--- src/rtl/pipeline_pkg.sv ---
// Shared pipeline definitions used by the decode stage and the writeback queue.
//   WIDTH        : data width of results and register contents
//   ADDRESSWIDTH : register address width (2**ADDRESSWIDTH registers)
//   wb_entry_t   : one queued register-file write (valid, address, data)
package pipeline_pkg;
    localparam int WIDTH = 32;
    localparam int ADDRESSWIDTH = 3;

    typedef struct packed {
        logic                    valid;
        logic [ADDRESSWIDTH-1:0] address;
        logic [WIDTH-1:0]        data;
    } wb_entry_t;
endpackage

--- src/rtl/writeback_queue_if.sv ---
// Bus between the writeback queue and its neighbours.
//   result*      : valid/ready channel from execute/memory into the queue
//   drainStall   : holds off register-file writes
//   writeEnable, writeAddress, dataToSave : register-file write port
//   reg1/reg2*   : decoder operand hazard lookup (address in, pending/forward out)
//   count        : queue occupancy, 0..DEPTH
// master = producer/decoder side, slave = the queue.
interface writeback_queue_if #(parameter int PTRWIDTH = 2);
    import pipeline_pkg::*;

    logic                    resultValid;
    logic                    resultReady;
    logic                    resultWrites;
    logic [ADDRESSWIDTH-1:0] resultAddress;
    logic [WIDTH-1:0]        resultData;
    logic                    drainStall;
    logic                    writeEnable;
    logic [ADDRESSWIDTH-1:0] writeAddress;
    logic [WIDTH-1:0]        dataToSave;
    logic [ADDRESSWIDTH-1:0] reg1Address;
    logic [ADDRESSWIDTH-1:0] reg2Address;
    logic                    reg1Pending;
    logic                    reg2Pending;
    logic [WIDTH-1:0]        reg1Forward;
    logic [WIDTH-1:0]        reg2Forward;
    logic [PTRWIDTH:0]       count;

    modport master (
        output resultValid, resultWrites, resultAddress, resultData, drainStall,
               reg1Address, reg2Address,
        input  resultReady, writeEnable, writeAddress, dataToSave,
               reg1Pending, reg2Pending, reg1Forward, reg2Forward, count
    );

    modport slave (
        input  resultValid, resultWrites, resultAddress, resultData, drainStall,
               reg1Address, reg2Address,
        output resultReady, writeEnable, writeAddress, dataToSave,
               reg1Pending, reg2Pending, reg1Forward, reg2Forward, count
    );
endinterface

--- src/rtl/wbq_match.sv ---
// Combinational lookup of one register address against an age-ordered entry
// array (index 0 oldest, last index youngest).
//   entries : age-ordered queued writes
//   address : register being looked up
//   pending : some valid entry targets address
//   forward : data of the youngest matching entry (0 without WBQ_FORWARDING_EN)
// Optional feature macro: WBQ_FORWARDING_EN builds the forwarding mux.
module wbq_match
    import pipeline_pkg::*;
#(
    parameter int ENTRIES = 5
) (
    input  wb_entry_t               entries [ENTRIES],
    input  logic [ADDRESSWIDTH-1:0] address,
    output logic                    pending,
    output logic [WIDTH-1:0]        forward
);

    always_comb begin
        pending = 1'b0;
        for (int i = 0; i < ENTRIES; i++) begin
            if (entries[i].valid && (entries[i].address == address)) pending = 1'b1;
        end
    end

`ifdef WBQ_FORWARDING_EN
    // Ascending scan: the last (youngest) match overrides older ones.
    always_comb begin
        forward = '0;
        for (int i = 0; i < ENTRIES; i++) begin
            if (entries[i].valid && (entries[i].address == address)) forward = entries[i].data;
        end
    end
`else
    logic unused_data;

    always_comb begin
        unused_data = 1'b0;
        for (int i = 0; i < ENTRIES; i++) unused_data = unused_data ^ (^entries[i].data);
    end

    assign forward = '0;
`endif

endmodule

--- src/rtl/writeback_queue.sv ---
// In-order writeback FIFO between execute/memory and the register file.
//   clock : single clock, posedge
//   reset : synchronous, active low
//   bus   : writeback_queue_if.slave (result channel, write port, hazard lookup, count)
// Parameters: DEPTH (power of two, >= 2), PTRWIDTH = log2(DEPTH).
// Optional feature macro: WBQ_FORWARDING_EN (see wbq_match).
module writeback_queue
    import pipeline_pkg::*;
#(
    parameter int DEPTH    = 4,
    parameter int PTRWIDTH = 2
) (
    input  logic              clock,
    input  logic              reset,
    writeback_queue_if.slave  bus
);

    wb_entry_t             entries [DEPTH];
    wb_entry_t             ordered [DEPTH+1];
    logic [PTRWIDTH-1:0]   head;
    logic [PTRWIDTH-1:0]   tail;
    logic [PTRWIDTH:0]     occupancy;
    logic                  full;
    logic                  push;
    logic                  pop;

    // Full blocks acceptance even when a pop happens in the same cycle.
    assign full = (occupancy == (PTRWIDTH+1)'(DEPTH));
    assign push = bus.resultValid && !full && bus.resultWrites;
    assign pop  = (occupancy != '0) && !bus.drainStall;

    assign bus.resultReady = !full;
    assign bus.count       = occupancy;

    always_ff @(posedge clock) begin
        if (!reset) begin
            head            <= '0;
            tail            <= '0;
            occupancy       <= '0;
            for (int i = 0; i < DEPTH; i++) entries[i] <= '0;
            bus.writeEnable <= 1'b0;
            bus.writeAddress <= '0;
            bus.dataToSave  <= '0;
        end else begin
            // push and pop never address the same slot: that needs head == tail
            // with a non-zero count, which is the full state where push is blocked.
            if (push) begin
                entries[tail] <= '{valid: 1'b1, address: bus.resultAddress, data: bus.resultData};
                tail          <= tail + PTRWIDTH'(1);
            end
            if (pop) begin
                entries[head].valid <= 1'b0;
                head                <= head + PTRWIDTH'(1);
                bus.writeEnable     <= 1'b1;
                bus.writeAddress    <= entries[head].address;
                bus.dataToSave      <= entries[head].data;
            end else begin
                bus.writeEnable <= 1'b0;
            end
            occupancy <= occupancy + (PTRWIDTH+1)'(push) - (PTRWIDTH+1)'(pop);
        end
    end

    // The entry on the write port is not in the register file until the falling
    // edge, so it still counts as a hazard; it is the oldest in the lookup.
    always_comb begin
        ordered[0] = '{valid: bus.writeEnable, address: bus.writeAddress, data: bus.dataToSave};
        for (int i = 0; i < DEPTH; i++) ordered[i+1] = entries[head + PTRWIDTH'(i)];
    end

    wbq_match #(.ENTRIES(DEPTH+1)) u_match1 (
        .entries (ordered),
        .address (bus.reg1Address),
        .pending (bus.reg1Pending),
        .forward (bus.reg1Forward)
    );

    wbq_match #(.ENTRIES(DEPTH+1)) u_match2 (
        .entries (ordered),
        .address (bus.reg2Address),
        .pending (bus.reg2Pending),
        .forward (bus.reg2Forward)
    );

endmodule

--- src/flat_wrapper.sv ---
// flat-port wrapper written by rule: the top's interface ports become plain ports
module writeback_queue_flat import pipeline_pkg::*;
#(
    parameter int DEPTH    = 4,
    parameter int PTRWIDTH = 2
)
  (clock, reset, bus_resultValid, bus_resultWrites, bus_resultAddress, bus_resultData, bus_drainStall, bus_reg1Address, bus_reg2Address, bus_resultReady, bus_writeEnable, bus_writeAddress, bus_dataToSave, bus_reg1Pending, bus_reg2Pending, bus_reg1Forward, bus_reg2Forward, bus_count);
  writeback_queue_if #(.PTRWIDTH(PTRWIDTH)) bus_i ();
  input  logic clock;
  input  logic reset;
  input wire logic [$bits(bus_i.resultValid)-1:0] bus_resultValid;
  input wire logic [$bits(bus_i.resultWrites)-1:0] bus_resultWrites;
  input wire logic [$bits(bus_i.resultAddress)-1:0] bus_resultAddress;
  input wire logic [$bits(bus_i.resultData)-1:0] bus_resultData;
  input wire logic [$bits(bus_i.drainStall)-1:0] bus_drainStall;
  input wire logic [$bits(bus_i.reg1Address)-1:0] bus_reg1Address;
  input wire logic [$bits(bus_i.reg2Address)-1:0] bus_reg2Address;
  output wire logic [$bits(bus_i.resultReady)-1:0] bus_resultReady;
  output wire logic [$bits(bus_i.writeEnable)-1:0] bus_writeEnable;
  output wire logic [$bits(bus_i.writeAddress)-1:0] bus_writeAddress;
  output wire logic [$bits(bus_i.dataToSave)-1:0] bus_dataToSave;
  output wire logic [$bits(bus_i.reg1Pending)-1:0] bus_reg1Pending;
  output wire logic [$bits(bus_i.reg2Pending)-1:0] bus_reg2Pending;
  output wire logic [$bits(bus_i.reg1Forward)-1:0] bus_reg1Forward;
  output wire logic [$bits(bus_i.reg2Forward)-1:0] bus_reg2Forward;
  output wire logic [$bits(bus_i.count)-1:0] bus_count;
  assign bus_i.resultValid = bus_resultValid;
  assign bus_i.resultWrites = bus_resultWrites;
  assign bus_i.resultAddress = bus_resultAddress;
  assign bus_i.resultData = bus_resultData;
  assign bus_i.drainStall = bus_drainStall;
  assign bus_i.reg1Address = bus_reg1Address;
  assign bus_i.reg2Address = bus_reg2Address;
  assign bus_resultReady = bus_i.resultReady;
  assign bus_writeEnable = bus_i.writeEnable;
  assign bus_writeAddress = bus_i.writeAddress;
  assign bus_dataToSave = bus_i.dataToSave;
  assign bus_reg1Pending = bus_i.reg1Pending;
  assign bus_reg2Pending = bus_i.reg2Pending;
  assign bus_reg1Forward = bus_i.reg1Forward;
  assign bus_reg2Forward = bus_i.reg2Forward;
  assign bus_count = bus_i.count;
  writeback_queue #(.DEPTH(DEPTH), .PTRWIDTH(PTRWIDTH)) u_core (.clock(clock), .reset(reset), .bus(bus_i));
endmodule
--- config.mk ---
export PLATFORM = sky130hd
export DESIGN_NAME = writeback_queue_flat
export DESIGN_NICKNAME = d
export VERILOG_FILES = /design/src/rtl/pipeline_pkg.sv /design/src/rtl/writeback_queue_if.sv /design/src/rtl/wbq_match.sv /design/src/rtl/writeback_queue.sv /design/src/flat_wrapper.sv
export SDC_FILE = /design/constraint.sdc
export NUM_CORES = 1
export LEC_CHECK = 0
export ABC_CLOCK_PERIOD_IN_PS = 3300
export CELL_PAD_IN_SITES_DETAIL_PLACEMENT = 0
export CELL_PAD_IN_SITES_GLOBAL_PLACEMENT = 1
export CORE_UTILIZATION = 35
export CTS_CLUSTER_DIAMETER = 150
export DETAILED_ROUTE_END_ITERATION = 10
export PLACE_DENSITY = 0.73
export SETUP_SLACK_MARGIN = 0.05
export SYNTH_ARGS = -nofsm -noshare
export SYNTH_HDL_FRONTEND = slang
export SYNTH_SLANG_ARGS = --single-unit
--- constraint.sdc ---
create_clock -name clock -period 3.3 [get_ports clock]
set_input_delay 0.66 -clock clock [delete_from_list [all_inputs] [get_ports clock]]
set_output_delay 0.66 -clock clock [all_outputs]
set_load 0.02 [all_outputs]
==> summary.txt <==
Cells and area
  – Nets@finish: 820
  – Area added between synthesis and finish: 13.1%
  – # diodes: 0
  – Most frequent cells in the layout: edfxtp_1, and2_1, clkdlybuf4s50_1
  – Commonest non-fill, non-tap cell in the layout: edfxtp_1
  – Fin cells: 1,115
  – Layout cell share with drive strength beyond 1: 14.4%

Floorplan
  – Chip height: 166 um
  – Core Region: 0.0262 mm^2
  – FP Rows: 59
  – Die area: 0.0275 mm^2
  – Top-level I/O count: 152
  – Initial core utilization: 35.9%
  – Die Width: 166 um

CTS
  – CTS Buf Count: 17
  – Root buffer cell: clkbuf_16
  – Hold_buf cts: 0
  – CTS clk-pin slew, worst paths: 70 ps
  – CTS tree: built
  – Clock latency on the worst-skew pair: 440 ps
  – H-Tree Depth: 4
  – CTS Buffer Depth: 2
  – Post-CTS Setup Bufs: 0
  – Clk sinks: 189

Routing
  – DR vias: 5,156
  – Remaining DRCs: 15
  – Antenna viol nets, final: 0
  – Final wirelength: 19.7 mm
  – Drt pass-1 iters: 7
  – DR vias/cell: 4.62
  – Initial drt markers: 294
  – Drt wl/cell: 17.7 um

Timing
  – Hold WS: 454 ps
  – Endpoints failing hold: 0
  – Setup TNS: 0 ps
  – RSZ-0062 raised after global routing: false
  – Final setup margin: 187 ps
  – Clock skew: 7.80 ps
  – Max Transition Viols Final: 0
  – Final period util: 94.3%
  – Period minus WS final: 3110 ps
  – F_max: 0.321 GHz
  – Worst-Margin Slew: 632 ps
  – Max_slew headroom: 57.9%
  – # setup viols final: 0

Worst setup path
  – CP endpoint kind: output pin
  – CP startpoint kind: flop
  – Largest fanout on the critical path: 15
  – Data arrival time of the worst path: 2450 ps
  – Crit path kind: flop to output pin
  – CP required: 2640 ps
  – Worst reg-to-reg path cell count: 11

Power and ir drop
  – Max IR drop VDD: 0.347 mV
  – P_leak: 3.92 nW
  – PwrDens: 645 mW/mm^2

Synth
  – Register area share after synthesis: 55.1%
  – Library cells used by synthesis: 37
  – FFs w/ async S/R, synth: 0%
  – Number of synthesized register bits: 189
  – Syn. warnings: 0
  – Post-synth EDFFs: 140
  – Mapped Area: 0.00941 mm^2
  – Synth Instances: 723
  – Primary FF master, synth: edfxtp_1
  – Avg Cell Area, Syn: 13.0 um^2

Placed design
  – Setup Slack @ Placement: 121 ps
  – Dpl hpwl: 12.2 mm
  – Routability cong.: 0.785
  – Placed Instances: 1,083
  – I/O Buffers: 87

GRT
  – Grt total ovfl: 0
  – Largest net degree at the start of global routing: 45
  – Initial antenna violation count: 0
  – Gr usage total: 15.0%
  – Vias in the first global route: 5,306
  – First-pass GRT wire length: 31.2 mm

Min path
  – Min-Delay Path Class: flop to flop
  – WHS Path Cells: 2

Run status
  – Failing checks: DRC
  – Status: finished, violations left

Flow run
  – Max cap viols: 0
==> cells in the mapped netlist (9+ instances only) <==
cell type / instances / area (um^2)
clkbuf_1: 17 / 63.8
buf_6: 11 / 124
edfxtp_1: 140 / 4200
xnor2_1: 33 / 289
mux4_2: 42 / 946
and3_1: 35 / 219
nand4_1: 9 / 56.3
nand2_1: 73 / 274
buf_4: 102 / 766
dfxtp_1: 49 / 981
and2_1: 109 / 682
a21oi_1: 36 / 180
==> flip-flops by register name (all words and copies together) (netlist names), named ones only <==
name	count
u_core.head	2
u_core.entries	144
u_core.bus.writeAddress	3
u_core.bus.count	3
u_core.bus.dataToSave	32
u_core.bus.writeEnable	1
u_core.tail	2
==> cell families after synthesis <==
logic type,count (synthesis),share of synthesized area (%)
AOI/OAI and AO/OA,42,2.47
xor gates and xnor gates,35,3.26
adders and majority gates,7,1.01
DFF,189,55.1
and+or+nand+nor,247,15.0
other,1,0.0399
muxes,48,11.7
buffers and inverters,154,11.4
==> power breakdown <==
| group | total (mW) | internal [mW] | switching [mW] | leakage, nW |
|---|---|---|---|---|
| clock | 1.99 | 1.06 | 0.926 | 0.275 |
| combinational | 1.93 | 0.915 | 1.02 | 1.80 |
| sequential | 2.94 | 2.79 | 0.157 | 1.85 |
| total | 6.86 | 4.76 | 2.10 | 3.92 |
==> per-stage QoR <==
step           utilization, %  power [mW]  area [um^2]
6_report                 40.6        6.86        10600
3_5_place_dp             38.5        4.95        10100
5_1_grt                  40.6        7.21        10600
4_1_cts                  40.6        6.96        10600
3_3_place_gp             38.5        4.93        10100
2_1_floorplan               -        4.54         9640
==> critical path, stage by stage, from the launching register on <==
cell	delay [ps]
dfxtp_1	330
buf_4	250
mux4_1	650
xnor2_1	160
a41oi_1	190
nand4_1	120
dlygate4sd2_1	330
==> what timing repair did <==
item	4_1_cts	5_1_grt
endpoints found under the hold margin	0	0
pin swaps	0	0
resized for setup	6	2
endpoints found under the setup margin	2	1
==> layer usage <==
metal	global-route usage (%)	share of wire, %	vias up
met5	0	0	-
met4	5.04	1.2	0
met3	3.03	5.4	17
met2	25.6	51	169
met1	19.1	43	2499
li1	-	-	2471
==> worst paths after layout <==
path | end | slack (ps) | from
max | bus_reg1Pending | 190 | u_core.head[0]$_SDFFE_PN0P_
min | u_core.bus.dataToSave[22]$_SDFFE_PN0P_ | 450 | u_core.bus.dataToSave[22]$_SDFFE_PN0P_
max reg2reg | u_core.bus.count[2]$_SDFF_PN0_ | 1110 | u_core.bus.count[1]$_SDFF_PN0_
min reg2reg | u_core.bus.dataToSave[22]$_SDFFE_PN0P_ | 450 | u_core.bus.dataToSave[22]$_SDFFE_PN0P_
==> area by class of cell <==
class,instances,area [um^2]
Fill cell,2428,15600
Sequential cell,189,5190
Multi-Input combinational cell,443,3400
Timing Repair Buffer,108,1040
Clock buffer,19,433
Tap cell,335,419
Clock inverter,13,130
Inverter,8,30.0
Power figures use the tool's default switching activity.
